==> config.mk <==
export PLATFORM = sky130hd
export DESIGN_NAME = hh_stim_ctrl_flat
export DESIGN_NICKNAME = d
export VERILOG_FILES = /design/src/rtl/hh_pkg.sv /design/src/rtl/hh_stim_ctrl_if.sv /design/src/rtl/hh_spike_det.sv /design/src/rtl/hh_stim_ctrl.sv /design/src/flat_wrapper.sv
export SDC_FILE = /design/constraint.sdc
export NUM_CORES = 1
export LEC_CHECK = 0
export CAP_MARGIN = 20
export CORE_MARGIN = 5
export CORE_UTILIZATION = 52
export CTS_BUF_LIST = sky130_fd_sc_hd__clkbuf_8
export CTS_CLUSTER_DIAMETER = 40
export DETAILED_ROUTE_END_ITERATION = 10
export PLACE_DENSITY = 0.91
export SKIP_LAST_GASP = 1
export SLEW_MARGIN = 20
export SYNTH_ARGS = -nofsm -noshare
export SYNTH_HDL_FRONTEND = slang
export SYNTH_HIERARCHICAL = 1
export SYNTH_SLANG_ARGS = --single-unit
==> constraint.sdc <==
create_clock -name clk -period 2.6 [get_ports clk]
set_clock_uncertainty 0.15 [all_clocks]
set_input_delay 0.26 -clock clk [delete_from_list [all_inputs] [get_ports clk]]
set_output_delay 0.26 -clock clk [all_outputs]
set_load 0.005 [all_outputs]
==> src/rtl/hh_pkg.sv <==
// Shared types and constants for the hh neuron stimulus/monitor slice.
package hh_pkg;

  localparam int unsigned VoltW = 16;
  localparam int unsigned CurW  = 16;

  localparam logic signed [VoltW-1:0] VThreshDefault = 16'sd4096;
  localparam logic signed [VoltW-1:0] VHystDefault   = 16'sd512;

  typedef enum logic [2:0] {
    StIdle,
    StPre,
    StPulse,
    StPost,
    StDone
  } hh_state_e;

endpackage

==> src/rtl/hh_stim_ctrl_if.sv <==
// Control, stimulus and spike-report signals between the I/O wrapper and hh_stim_ctrl.
interface hh_stim_ctrl_if;
  import hh_pkg::*;

  logic                    start;
  logic [7:0]              cfg_amp;
  logic [7:0]              cfg_width;
  logic signed [VoltW-1:0] v_in;
  logic [CurW-1:0]         current;
  logic                    busy;
  logic                    done;
  logic                    spike;
  logic [7:0]              spike_count;

  modport master (
    output start, cfg_amp, cfg_width, v_in,
    input  current, busy, done, spike, spike_count
  );

  modport slave (
    input  start, cfg_amp, cfg_width, v_in,
    output current, busy, done, spike, spike_count
  );

endinterface

==> src/rtl/hh_spike_det.sv <==
// Threshold spike detector with hysteresis re-arm and a saturating per-run spike counter.
module hh_spike_det
  import hh_pkg::*;
#(
  parameter logic signed [VoltW-1:0] V_THRESH = VThreshDefault,
  parameter logic signed [VoltW-1:0] V_HYST   = VHystDefault
) (
  input  logic                    clk,
  input  logic                    rst_n,
  input  logic                    enable,
  input  logic                    clear,
  input  logic signed [VoltW-1:0] v_in,
  output logic                    spike,
  output logic [7:0]              spike_count
);

  // One extra bit so threshold minus hysteresis cannot wrap.
  localparam logic signed [VoltW:0] Rearm =
    $signed({V_THRESH[VoltW-1], V_THRESH}) - $signed({V_HYST[VoltW-1], V_HYST});

  logic       armed_q, armed_d;
  logic       spike_q, spike_d;
  logic [7:0] count_q, count_d;
  logic       hit;
  logic       below;

  assign hit   = enable && armed_q && (v_in >= V_THRESH);
  assign below = $signed({v_in[VoltW-1], v_in}) < Rearm;

  always_comb begin
    armed_d = armed_q;
    spike_d = hit;
    count_d = count_q;
    if (!enable) begin
      armed_d = 1'b1;
    end else if (hit) begin
      armed_d = 1'b0;
    end else if (!armed_q && below) begin
      armed_d = 1'b1;
    end
    if (clear) begin
      count_d = 8'd0;
    end else if (hit && (count_q != 8'hFF)) begin
      count_d = count_q + 8'd1;
    end
  end

  always_ff @(posedge clk or negedge rst_n) begin
    if (!rst_n) begin
      armed_q <= 1'b1;
      spike_q <= 1'b0;
      count_q <= 8'd0;
    end else begin
      armed_q <= armed_d;
      spike_q <= spike_d;
      count_q <= count_d;
    end
  end

  assign spike       = spike_q;
  assign spike_count = count_q;

endmodule

==> src/rtl/hh_stim_ctrl.sv <==
// Baseline/pulse/recovery current sequencer for the hh neuron, with spike monitoring of V_new.
module hh_stim_ctrl
  import hh_pkg::*;
#(
  parameter int unsigned             PRE_CYCLES  = 16,
  parameter int unsigned             POST_CYCLES = 64,
  parameter logic signed [VoltW-1:0] V_THRESH    = VThreshDefault,
  parameter logic signed [VoltW-1:0] V_HYST      = VHystDefault,
  parameter int unsigned             CUR_SHIFT   = 0
) (
  input  logic          clk,
  input  logic          rst_n,
  hh_stim_ctrl_if.slave bus
);

  localparam int unsigned   CntW     = 16;
  localparam logic [CntW-1:0] PreLoad  = CntW'(PRE_CYCLES - 1);
  localparam logic [CntW-1:0] PostLoad = CntW'(POST_CYCLES - 1);

  hh_state_e       state_q, state_d;
  logic [CntW-1:0] cnt_q, cnt_d;
  logic [7:0]      amp_q, amp_d;
  logic [7:0]      width_q, width_d;
  logic [CurW-1:0] current_q, current_d;
  logic [CurW-1:0] amp_ext;
  logic            accept;
  logic            busy;

  assign accept  = (state_q == StIdle) && bus.start;
  assign amp_ext = {8'h00, amp_q};

  // State register
  always_ff @(posedge clk or negedge rst_n) begin
    if (!rst_n) begin
      state_q <= StIdle;
    end else begin
      state_q <= state_d;
    end
  end

  // Next-state logic
  always_comb begin
    state_d = state_q;
    unique case (state_q)
      StIdle:  if (accept) state_d = StPre;
      StPre:   if (cnt_q == '0) state_d = StPulse;
      StPulse: if (cnt_q == '0) state_d = StPost;
      StPost:  if (cnt_q == '0) state_d = StDone;
      StDone:  state_d = StIdle;
      default: state_d = StIdle;
    endcase
  end

  // Output logic
  always_comb begin
    busy     = 1'b0;
    bus.done = 1'b0;
    unique case (state_q)
      StPre, StPulse, StPost: busy     = 1'b1;
      StDone:                 bus.done = 1'b1;
      default:                ;
    endcase
  end

  // Phase counter and captured configuration; width 0 wraps to a 256-cycle pulse.
  always_comb begin
    cnt_d   = cnt_q;
    amp_d   = amp_q;
    width_d = width_q;
    unique case (state_q)
      StIdle: begin
        if (accept) begin
          amp_d   = bus.cfg_amp;
          width_d = bus.cfg_width;
          cnt_d   = PreLoad;
        end
      end
      StPre:   cnt_d = (cnt_q == '0) ? {8'h00, width_q - 8'd1} : cnt_q - 1'b1;
      StPulse: cnt_d = (cnt_q == '0) ? PostLoad : cnt_q - 1'b1;
      StPost:  cnt_d = (cnt_q == '0) ? '0 : cnt_q - 1'b1;
      default: cnt_d = '0;
    endcase
    current_d = (state_d == StPulse) ? (amp_ext << CUR_SHIFT) : '0;
  end

  always_ff @(posedge clk or negedge rst_n) begin
    if (!rst_n) begin
      cnt_q     <= '0;
      amp_q     <= 8'd0;
      width_q   <= 8'd0;
      current_q <= '0;
    end else begin
      cnt_q     <= cnt_d;
      amp_q     <= amp_d;
      width_q   <= width_d;
      current_q <= current_d;
    end
  end

  assign bus.current = current_q;
  assign bus.busy    = busy;

  hh_spike_det #(
    .V_THRESH (V_THRESH),
    .V_HYST   (V_HYST)
  ) u_spike_det (
    .clk         (clk),
    .rst_n       (rst_n),
    .enable      (busy),
    .clear       (accept),
    .v_in        (bus.v_in),
    .spike       (bus.spike),
    .spike_count (bus.spike_count)
  );

endmodule

==> src/flat_wrapper.sv <==
// flat-port wrapper written by rule: the top's interface ports become plain ports
module hh_stim_ctrl_flat import hh_pkg::*;
#(
  parameter int unsigned             PRE_CYCLES  = 16,
  parameter int unsigned             POST_CYCLES = 64,
  parameter logic signed [VoltW-1:0] V_THRESH    = VThreshDefault,
  parameter logic signed [VoltW-1:0] V_HYST      = VHystDefault,
  parameter int unsigned             CUR_SHIFT   = 0
)
  (clk, rst_n, bus_start, bus_cfg_amp, bus_cfg_width, bus_v_in, bus_current, bus_busy, bus_done, bus_spike, bus_spike_count);
  hh_stim_ctrl_if bus_i ();
  input  logic clk;
  input  logic rst_n;
  input wire logic [$bits(bus_i.start)-1:0] bus_start;
  input wire logic [$bits(bus_i.cfg_amp)-1:0] bus_cfg_amp;
  input wire logic [$bits(bus_i.cfg_width)-1:0] bus_cfg_width;
  input wire logic [$bits(bus_i.v_in)-1:0] bus_v_in;
  output wire logic [$bits(bus_i.current)-1:0] bus_current;
  output wire logic [$bits(bus_i.busy)-1:0] bus_busy;
  output wire logic [$bits(bus_i.done)-1:0] bus_done;
  output wire logic [$bits(bus_i.spike)-1:0] bus_spike;
  output wire logic [$bits(bus_i.spike_count)-1:0] bus_spike_count;
  assign bus_i.start = bus_start;
  assign bus_i.cfg_amp = bus_cfg_amp;
  assign bus_i.cfg_width = bus_cfg_width;
  assign bus_i.v_in = bus_v_in;
  assign bus_current = bus_i.current;
  assign bus_busy = bus_i.busy;
  assign bus_done = bus_i.done;
  assign bus_spike = bus_i.spike;
  assign bus_spike_count = bus_i.spike_count;
  hh_stim_ctrl #(.PRE_CYCLES(PRE_CYCLES), .POST_CYCLES(POST_CYCLES), .V_THRESH(V_THRESH), .V_HYST(V_HYST), .CUR_SHIFT(CUR_SHIFT)) u_core (.clk(clk), .rst_n(rst_n), .bus(bus_i));
endmodule
## After elaboration in Yosys (flattened, before gate mapping)

Cells that the tools add are included.

- Bits in registers: 61
- Input bits: 35
- Output and inout port bits: 27

- $add $sub $neg: 3
- Magnitude comparators: 2
- Equality and inequality tests: 8
- Multiplexer cells: 18
- Reduce and logical (&&, ||, !) cells: 11

Operators by type and width:

| operator | count |
|---|---|
| $mux 16 | 4 |
| $pmux 16 s4 | 1 |
| $mux 8 | 3 |
| $ge 16x14->1 const B | 1 |
| $logic_not 16->1 | 1 |
| $lt 16x13->1 const B | 1 |
| $sub 16x1->16 const B | 1 |
| $mux 3 | 4 |
| $pmux 3 s4 | 1 |
| $eq 3x2->1 const B | 3 |
| $add 8x1->8 const B | 1 |
| $ne 8x8->1 const B | 1 |
| $sub 8x1->8 const B | 1 |
| $logic_and 1x1->1 | 5 |
| $mux 1 | 5 |
| $eq 3x1->1 const B | 1 |
| $eq 3x3->1 const B | 1 |
| $logic_not 3->1 | 1 |
| $ne 3x1->1 const B | 1 |
| $reduce_or 3->1 | 1 |
| $ne 2x1->1 const B | 1 |
| $reduce_and 2->1 | 1 |
| $reduce_bool 2->1 | 1 |
| $logic_not 1->1 | 1 |

## Depth between registers and ports, before layout

- Depth in word-level cells: 8
- Depth in mapped cells: 10
- Mapped depth without buffers: 7

## Hierarchy

Netlist, hierarchy kept.

By module, submodules not included:

| module | instances | cells each | area each (sq um) |
|---|---|---|---|
| hh_stim_ctrl | 1 | 224 | 2249.7 |
| hh_spike_det | 1 | 49 | 528.0 |

## Least setup slack after synthesis

Ideal clock, no wire load.

- Kind: register to register
- Start point: reg u_core.cnt_q[0]
- End point: reg u_core.cnt_q[5]
- Setup time: 125 ps
- Arrival: 2052 ps
- Data required time: 2325 ps
- Setup slack: 273 ps
- Cell stages (with the launch flop): 9
- Clock period less this slack: 2327 ps
- Cells stage by stage: dfrtp_1 -> inv_1 -> ha_1 -> or4b_1 -> buf_2 -> nor4_4 -> a21oi_1 -> a211oi_2 -> nor3_1

- Longest elaborated chain between the ends: 3
- Elaborated cells on any way between the ends: 6

Ends and longest elaborated chain:

| what | RTL line | source |
|---|---|---|
| start: declaration | hh_stim_ctrl.sv:21 | `logic [CntW-1:0] cnt_q, cnt_d;` |
| start signal: assignment | hh_stim_ctrl.sv:93 | `cnt_q <= cnt_d;` |
| $sub 16x1->16 or $logic_not 16->1 (tied branches) | hh_stim_ctrl.sv:78, hh_stim_ctrl.sv:79, hh_stim_ctrl.sv:80 |  |
| $mux 16, on equally long branches | hh_stim_ctrl.sv:80, hh_stim_ctrl.sv:78, hh_stim_ctrl.sv:79 |  |
| $pmux 16 s4 (*) | hh_stim_ctrl.sv:70 | `unique case (state_q)` |

Every way passes the cells marked *; elsewhere a longest branch is shown, timed or not.
A chain may end at the register's enable or synchronous reset.

## Final worst setup path

- Start point: reg u_core.cnt_q[6]
- End point: reg u_core.cnt_q[5]

- Longest elaborated chain between the ends: 3
- Elaborated cells on any way between the ends: 5

Ends and longest elaborated chain:

| what | RTL line |
|---|---|
| $logic_not 16->1 (*) | hh_stim_ctrl.sv:78, hh_stim_ctrl.sv:79, hh_stim_ctrl.sv:80 |
| $mux 16, on equally long branches | hh_stim_ctrl.sv:80, hh_stim_ctrl.sv:78, hh_stim_ctrl.sv:79 |
| $pmux 16 s4 (*) | hh_stim_ctrl.sv:70 |

Marked as above.

==> run_results.csv <==
group,metric,value,unit
status,status,"completed",
global_route,antenna_found_initial,0,
floorplanning,chipWidth,83.09,µm
clocking,clk_path_buf_depth,2,
power_and_ir_drop,p_switching,0.9222,mW
critical_path,critPathArrivalTime,2.53,ns
sta,drv_slew,0,
power_and_ir_drop,combPwrFrac,30.6,%
drt,drt_iter0_markers,180,
floorplanning,initial_core_util,54.04,%
clocking,clock_sinks,53,
sta,max_freq,404.5,MHz
global_route,grt_max_degree,25,
sta,post-route-min-period,2.472,ns
floorplanning,dieArea,6903,µm²
critical_path,r2r-start,"u_core/cnt_q[6]",
power_and_ir_drop,p_sw_share,36.12,%
synthesis,syn_area,2778,µm²
finish,syn_to_final_growth,24.50,%
global_route,grt_pass1_wl,10560,µm
floorplanning,ios,62,
global_route,grt_pass1_vias,2229,
clocking,cts_tree,"done",
synthesis,synth-edff-count,0,
drt,vias,2263,
drt,drt_first_pass_iters,5,
drt,route.detailed.drc,0,
finish,n_antenna_cell,0,
power_and_ir_drop,clkPwrFrac,19.8,%
synthesis,synthFlopType,"dfrtp_1",
finish,drive_above_1_share,16.41,%
synthesis,synth_cells,273,
finish,layout_common_cells,"dfrtp_1 (52), clkdlybuf4s50_1 (43), o21ai_0 (19)",
sta,hold_violations,0,
drt,vias_per_cell,5.672,
clocking,htree_levels,2,
critical_path,reg2reg_to,"u_core/cnt_q[5]",
sta,slew_headroom,65.93,%
critical_path,cp-end-kind,"flip-flop",
synthesis,ys_types,53,
finish,finish.utilization,67.28,%
critical_path,path_class,"flip-flop to flip-flop",
drt,wl,6251,µm
clocking,cts_root_buffer,"clkbuf_8",
power_and_ir_drop,ir_drop,0.0004630,V
power_and_ir_drop,p_leak,1.475,nW
critical_path,r2r_slack,0.13,ns
placement,dp_hpwl,4503,µm
critical_path,crit_fanout,15,
finish,final_common_cell,"dfrtp_1",
sta,rsz0062_at_grt,"false",
min_path,min_path_type,"input port to asynchronous set/reset pin",
synthesis,syn_avg_cell_area,10.17,µm²
clocking,clock_latency,0.32,ns
sta,setup_violations,0,
critical_path,r2r_cells,6,
run,drv_cap,0,
critical_path,cp.required,2.66,ns
critical_path,critPathLaunchType,"flip-flop",
clocking,cts_buffers,5,
placement,io_buffers,44,
power_and_ir_drop,p_int,1.631,mW
drt,drt.antenna.violating_nets,0,
sta,finalCritPeriodShare,95.09,%
global_route,grt_usage,18.72,%
placement,gp_congestion,0.8782,
clocking,post-cts-setup-buffers,0,
floorplanning,row_count,26,
sta,fin_tns_setup,0,ns
sta,tightestPinTransition,0.5111,ns
drt,wl_per_cell,15.67,µm
finish,nets,366,
floorplanning,die_h,83.09,µm
synthesis,ys_seq_area_share,47.79,%
synthesis,synth_warnings,6,
power_and_ir_drop,power.density,738.2,nW/µm²
power_and_ir_drop,power.share.sequential,49.6,%
clocking,clkTransAtPathRegs,0.10,ns
floorplanning,coreArea,5140,µm²
global_route,overflow,0,
synthesis,synthArstFlopShare,100.0,%
synthesis,synth-seq-cells,53,
## synthesized netlist by cell type (2+ instances only)
cell	count	area share, %
dfrtp_1	52	47
o22ai_1	2	0.45
nor4_1	7	1.6
or2_2	2	0.45
inv_1	9	1.2
mux2_2	14	5.7
o31ai_1	4	1.1
nand2_1	17	2.3
nor2_1	15	2.0
buf_6	2	0.81
ha_1	3	1.4
buf_2	6	1.1
or3_1	10	2.3
clkbuf_1	4	0.54
a211oi_2	2	0.90
a31oi_1	3	0.68
xor2_1	4	1.3
nor3_1	15	2.7
o21ai_0	19	3.4
nor3b_1	2	0.54
nand3_1	6	1.1
buf_4	8	2.2
or4_1	6	1.6
nand2b_1	3	0.68
and2_1	11	2.5
a21oi_1	13	2.3
nand3b_1	2	0.54
xnor2_1	7	2.2
## layer usage
| layer | routed length, µm | up-vias | global-route usage, % |
|---|---|---|---|
| li1 | - | 1073 | - |
| met1 | 2610 | 1087 | 23.25 |
| met2 | 3163 | 92 | 31.27 |
| met3 | 359 | 11 | 4.851 |
| met4 | 117 | 0 | 6.984 |
| met5 | 0 | - | 0 |
## repair_timing
| action | 4_1_cts | 5_1_grt |
|---|---|---|
| hold buffers | 1 | 0 |
| setup endpoints to repair | 1 | 1 |
| pin swaps | 0 | 1 |
| endpoints found under the hold margin | 21 | 0 |
| resized for setup | 1 | 0 |
## layout make-up
type,count,area (µm²)
flip-flops and latches,53,1328
well taps,70,87.58
multi-input cells,197,1309
repair buffers,62,598.1
clock inverters,3,33.78
fillers,397,1682
inverters,9,33.78
clock buffers,5,68.82
## kinds of logic (layout without fill, tap and decap cells)
group / count (synthesis) / after routing / share of synthesized area (%)
multiplexers: 15 / 15 / 6.036
buffers and inverters: 30 / 79 / 6.171
AND/OR/NAND/NOR: 108 / 108 / 22.48
XOR/XNOR: 11 / 11 / 3.468
other: 1 / 8 / 0.1350
AO/OA/AOI/OAI: 52 / 52 / 12.57
adder cells (fa/ha/maj): 3 / 3 / 1.351
flip-flops: 53 / 53 / 47.79
## flip-flops by register name (all words and copies together), names as in the netlist
register                        count
u_core/u_spike_det/spike_count      8
u_core/state_q                      3
u_core/cnt_q                       16
u_core/width_q                      8
u_core/u_spike_det/armed_q          1
u_core/u_spike_det/spike            1
u_core/amp_q                        8
u_core/bus.current                  8
## power groups by stage
stage	Sequential (mW)	Clock, mW	Combinational, mW
finish	1.27	0.505	0.782
global route	1.30	0.553	0.877
CTS	1.26	0.509	0.777
detailed placement	1.27	0	0.766
global placement	1.25	0	0.725
floorplan	1.21	0	0.520
## per-stage QoR
| stage | setup slack [ns] | hold slack (ns) | area (µm²) | instances | power (mW) |
|---|---|---|---|---|---|
| floorplan | 0.2731 | -0.1856 | 2804 | 280 | 1.729 |
| CTS | 0.08069 | 0.3039 | 3458 | 399 | 2.548 |
| detailed placement | 0.09964 | 0.1149 | 3342 | 390 | 2.032 |
| finish | 0.1276 | 0.2831 | 3458 | 399 | 2.553 |
| global placement | 0.1450 | 0.1147 | 3342 | 390 | 1.977 |
| global route | 0.04198 | 0.3417 | 3458 | 399 | 2.731 |
## critical path, stage by stage (launching register included)
cell      delay (ns)
dfrtp_1         0.44
or4_1           0.68
nor4_4          0.40
buf_12          0.18
a21oi_1         0.16
a211oi_2        0.27
nor3_1          0.09
## worst max-delay path by stage
stage / from / endpoint / slack, ns / cells past startpoint
6_report: u_core/cnt_q[6] / u_core/cnt_q[5] / 0.13 / 6
3_3_place_gp: u_core/cnt_q[0] / u_core/bus.current[6] / 0.15 / 8
2_1_floorplan: u_core/cnt_q[0] / u_core/cnt_q[5] / 0.27 / 8
4_1_cts: u_core/cnt_q[0] / u_core/cnt_q[5] / 0.08 / 8
3_5_place_dp: u_core/cnt_q[0] / u_core/cnt_q[5] / 0.1 / 8
5_1_grt: u_core/cnt_q[6] / u_core/cnt_q[5] / 0.04 / 6
Power figures use the tool's default switching activity.
==> edit 1: new RTL, same flow settings <==
Re-encode `hh_state_e` (5 states) as Gray code, 3 bits wide.
--- a/src/rtl/hh_pkg.sv
+++ b/src/rtl/hh_pkg.sv
@@ -8,11 +8,11 @@
   localparam logic signed [VoltW-1:0] VHystDefault   = 16'sd512;
 
   typedef enum logic [2:0] {
-    StIdle,
-    StPre,
-    StPulse,
-    StPost,
-    StDone
+    StIdle  = 3'b000,
+    StPre   = 3'b001,
+    StPulse = 3'b011,
+    StPost  = 3'b010,
+    StDone  = 3'b110
   } hh_state_e;
 
 endpackage
Check against the original RTL: no difference found for any inputs over 10 cycles, from zero or initial values and one cycle with rst_n low; not proved beyond that.
==> edit 1 against the original RTL <==
Synthesized cell count shrank 3.3%. Power increased by 4.6%. First-iteration DRC count fell by 37%. Count of clock-buffer cells in the layout unchanged. Maximum frequency rose by 0.84%. Setup slack better by 0.021 ns. Final area is 1.8% lower. Wire length fell by 7.4%. Die area hardly changed. Synthesized area about the same. Core utilization is 1.2 points lower. Sequential cell count unchanged.
==> edit 1: results (changes against the original RTL) <==
vias in the first global route 2196 (-1.5%); worst skew pair latency 0.31 ns; Reg with most FFs u_core/cnt_q; post-synth cell types 58 (+9.4%); asr flop ratio synth 1.00 (unchanged); share of layout cells above drive strength 1 0.167 (+0.00306); fmax 408 MHz (+0.84%); critical-path maximum fanout 9 (-6); relative slew slack 0.585 (-0.0738); Synth area leaders dfrtp_1, mux2_2, o21ai_0; per-cell routed wire length 15.0 µm (-4.5%); largest net degree at the start of global routing 29 (+16%); TritonCTS Buffers 5 (unchanged); Final Wtd Congestion 0.860 (-2.1%); Cell Area, Placed 0.00330 mm² (-1.3%); Synth Area in Adders 0.0135 (about the same); status completed; Reg clk slew, reported paths 0.09 ns; # placed instances 378 (-3.1%); Synth top cells by count dfrtp_1, nor2_1, o21ai_0; DRT Pass-1 Iters 4 (-1); Cells after Synth 264 (-3.3%); Final ANT Viol Nets 0 (unchanged); postcts setup bufs 0 (unchanged); ant diodes 0 (unchanged); initial DRC count 113 (-37%); Vias per Instance 5.63 (-0.77%); Hold WC Path Type flip-flop to flip-flop; Hold Slack 0.329 ns (+0.0455 ns); final net count 354 (-3.3%); first-pass GRT wire length 10.1 mm (-4.8%); Cell Int Power 1720 µW (+5.6%); Primary FF master, synth dfrtp_1; final hold vios 0 (unchanged); Tot GR Track Use 0.176 (-0.0111); pre-CTS WS 0.153 ns (+0.0537 ns); xor/xnor share of the synthesized area 0.0252 (-0.00945); post-synthesis mux area share 0.0604 (about the same); final non-filler cell total 387 (-3.0%); Clk pwr share 0.170 (-0.028); sequential-to-total area share from yosys stat 0.478 (about the same); VDD IR max 0.508 mV (+9.7%); port buffer count 44 (unchanged); post-synthesis compound-gate area fraction 0.151 (+0.0248); Ys Warns 6 (unchanged); sequential cell area 0.00133 mm² (unchanged); leakage power 0.00144 µW (-2.6%); H-tree levels 2 (unchanged); hpwl dp 4.26 mm (-5.4%); initial antenna violation count 0 (unchanged); number of flops mapped to enable cells by yosys 0 (unchanged); Comb pwr share 0.352 (+0.046); root buffer cell clkbuf_8; Psw 947 µW (+2.7%); max reg flops 16 (unchanged); Bufs on Longest Clock Path 2 (unchanged); # fillers 415 (+4.5%)
[edit 1: cell types whose count changed after synthesis, sizes merged, moves of 3 or more]
cell,change
nor3,-9
nor2,+10
o21ai,+3
buf,-3
a31oi,-3
nor4,-4
and2,-3
xnor2,-5
[edit 1: logic make-up after synthesis]
group / count (synthesis)
AOI/OAI and AO/OA: 58
xor gates and xnor gates: 8
adders and majority gates: 3
buffers and inverters: 27
DFF: 53
muxes: 15
other: 1
and+or+nand+nor: 99
[edit 1: repair_timing]
action | 4_1_cts | 5_1_grt
hold buffers | 1 | 0
hold endpoints to repair | 24 | 0
resized for setup | 0 | 0
[edit 1: worst paths after layout]
kind                                  from                     to  cells past startpoint
max reg2reg                u_core/cnt_q[1]  u_core/bus.current[6]                      9
max                        u_core/cnt_q[1]  u_core/bus.current[6]                      9
max in group asynchronous            rst_n      u_core/width_q[6]                      3
min                        u_core/amp_q[0]  u_core/bus.current[0]                      1
min reg2reg                u_core/amp_q[0]  u_core/bus.current[0]                      1
min in group asynchronous            rst_n       u_core/cnt_q[14]                      2
[edit 1: worst max-delay path: stages, from the launching register on]
cell and delay, ns:
dfrtp_1 0.41, inv_1 0.07, ha_1 0.16, or4b_1 0.48
buf_4 0.19, nor4_4 0.23, buf_4 0.22, nand2_4 0.09
a21boi_4 0.25, and2_1 0.16
[edit 1: layer usage]
layer / share of wire / global-route usage / vias up
met5: 0 / 0 / -
met4: 0.010 / 0.0639 / 0
met3: 0.063 / 0.0396 / 4
met2: 0.50 / 0.302 / 74
li1: - / - / 1043
met1: 0.42 / 0.217 / 1057
[edit 1: layout make-up]
cell class                 count  share of cell area
multi-input combinational    191               0.389
tap                           70              0.0258
timing repair buffer          55               0.157
inverter                      10              0.0111
sequential                    53               0.391
clock inverter                 3             0.00553
clock buffer                   5              0.0203
==> edit 2: new RTL, same flow settings <==
Without the edit above. `PRE_CYCLES` is set to 16 in 2 places; all go to 12.
--- a/src/rtl/hh_stim_ctrl.sv
+++ b/src/rtl/hh_stim_ctrl.sv
@@ -2,7 +2,7 @@
 module hh_stim_ctrl
   import hh_pkg::*;
 #(
-  parameter int unsigned             PRE_CYCLES  = 16,
+  parameter int unsigned             PRE_CYCLES  = 12,
   parameter int unsigned             POST_CYCLES = 64,
   parameter logic signed [VoltW-1:0] V_THRESH    = VThreshDefault,
   parameter logic signed [VoltW-1:0] V_HYST      = VHystDefault,
--- a/src/flat_wrapper.sv
+++ b/src/flat_wrapper.sv
@@ -1,7 +1,7 @@
 // flat-port wrapper written by rule: the top's interface ports become plain ports
 module hh_stim_ctrl_flat import hh_pkg::*;
 #(
-  parameter int unsigned             PRE_CYCLES  = 16,
+  parameter int unsigned             PRE_CYCLES  = 12,
   parameter int unsigned             POST_CYCLES = 64,
   parameter logic signed [VoltW-1:0] V_THRESH    = VThreshDefault,
   parameter logic signed [VoltW-1:0] V_HYST      = VHystDefault,
Function: no difference found for any inputs over 10 cycles, from zero or initial values and one cycle with rst_n low; that may be too few to reach the edited logic, so the function may still have changed.
==> edit 2 against the original RTL <==
Synthesized area grew 0.27%. Power grew 21%. Synthesized cell count shrank 1.8%. Wire length shrank 4.7%. Sequential share of layout area grew 0.84 points. Non-clock buffer count shrank 8. Final area shrank 2.1%. Sequential cell count is the same. Setup slack gained 0.0081 ns. Clock power shrank 1%. Largest cell class unchanged. Largest power group unchanged.
==> edit 2: results (changes against the original RTL) <==
vias in the first global route 2099 (-5.8%); post-synthesis compound-gate area fraction 0.117 (-0.00887); initial DRC count 177 (-1.7%); DRT Pass-1 Iters 4 (-1); Final Wtd Congestion 0.902 (+2.7%); first-pass GRT wire length 9.92 mm (-6.1%); root buffer cell clkbuf_8; status completed; post-synthesis mux area share 0.0602 (-0.000163); per-cell routed wire length 15.5 µm (-1.2%); post-synth cell types 56 (+5.7%); Synth Area in Adders 0.0180 (+0.00446); xor/xnor share of the synthesized area 0.0472 (+0.0125); hpwl dp 4.27 mm (-5.1%); pre-CTS WS 0.152 ns (+0.0519 ns); relative slew slack 0.560 (-0.0988); max reg flops 16 (unchanged); Ys Warns 6 (unchanged); Tot GR Track Use 0.176 (-0.0110); TritonCTS Buffers 5 (unchanged); # placed instances 376 (-3.6%); # fillers 416 (+4.8%); VDD IR max 0.523 mV (+13%); final net count 353 (-3.6%); Vias per Instance 5.65 (-0.44%); leakage power 0.00142 µW (-3.6%); sequential-to-total area share from yosys stat 0.477 (-0.00129); Cells after Synth 268 (-1.8%); Synth area leaders dfrtp_1, mux2_2, nor2_1; CP arrival 2.58 ns (+0.05 ns); critical-path maximum fanout 8 (-7); largest net degree at the start of global routing 45 (+80%); Synth top cells by count dfrtp_1, nor2_1, a21oi_1; drt total wl 5.96 mm (-4.7%); share of layout cells above drive strength 1 0.152 (-0.0118)
edit 2: worst max-delay path, cell delays in order, from the launching register on:
cell and delay, ns:
dfrtp_1 0.43, or4_1 0.72, nor4_4 0.49, nand3b_1 0.15, a21oi_2 0.29, and2_1 0.18
edit 2: path summary, 6_finish.rpt:
kind | to | slack [ns] | cells past startpoint
worst max-delay path | u_core/bus.current[6] | 0.14 | 5
worst min-delay path | u_core/cnt_q[5] | 0.31 | 2
worst max register to register | u_core/bus.current[6] | 0.14 | 5
worst min register to register | u_core/bus.current[0] | 0.34 | 1
max in group asynchronous | u_core/cnt_q[10] | 1.47 | 3
min in group clk | u_core/bus.current[0] | 0.34 | 1
edit 2: cell families (layout without fill, tap and decap cells):
group | after synthesis | in the layout
AOI/OAI and AO/OA | 50 | 50
xor gates and xnor gates | 15 | 15
adders and majority gates | 4 | 4
buffers and inverters | 30 | 70
DFF | 53 | 53
muxes | 15 | 15
other | 1 | 8
and+or+nand+nor | 100 | 100
edit 2: final cells by class:
type	count	share of cell area
sequential	53	0.392
multi-input combinational	192	0.390
timing repair buffer	54	0.152
tap	70	0.0259
clock buffer	5	0.0203
clock inverter	3	0.00998
inverter	8	0.00887
edit 2: where the power goes:
group | internal [µW] | switching (µW)
Clock | 201 | 298
Sequential | 1120 | 271
Combinational | 591 | 616
Total | 1910 | 1190
edit 2: timing repair:
action	4_1_cts	5_1_grt
resized for setup	0	2
hold buffers	1	0
setup endpoints to repair	0	1
setup buffers	0	0
hold endpoints to repair	41	0
edit 2: metrics by stage:
stage,total power [µW],cell area [µm²]
finish,3100,3380
global route,3310,3380
CTS,3090,3370
detailed placement,2560,3260
global placement,2490,3260
floorplan,2230,2810
edit 2: routing by layer:
metal / vias up / routed length, µm / GRT usage
li1: 1019 / - / -
met1: 1054 / 2420 / 0.219
met2: 85 / 2960 / 0.291
met3: 16 / 419 / 0.0436
met4: 0 / 160 / 0.0758
met5: - / 0 / 0
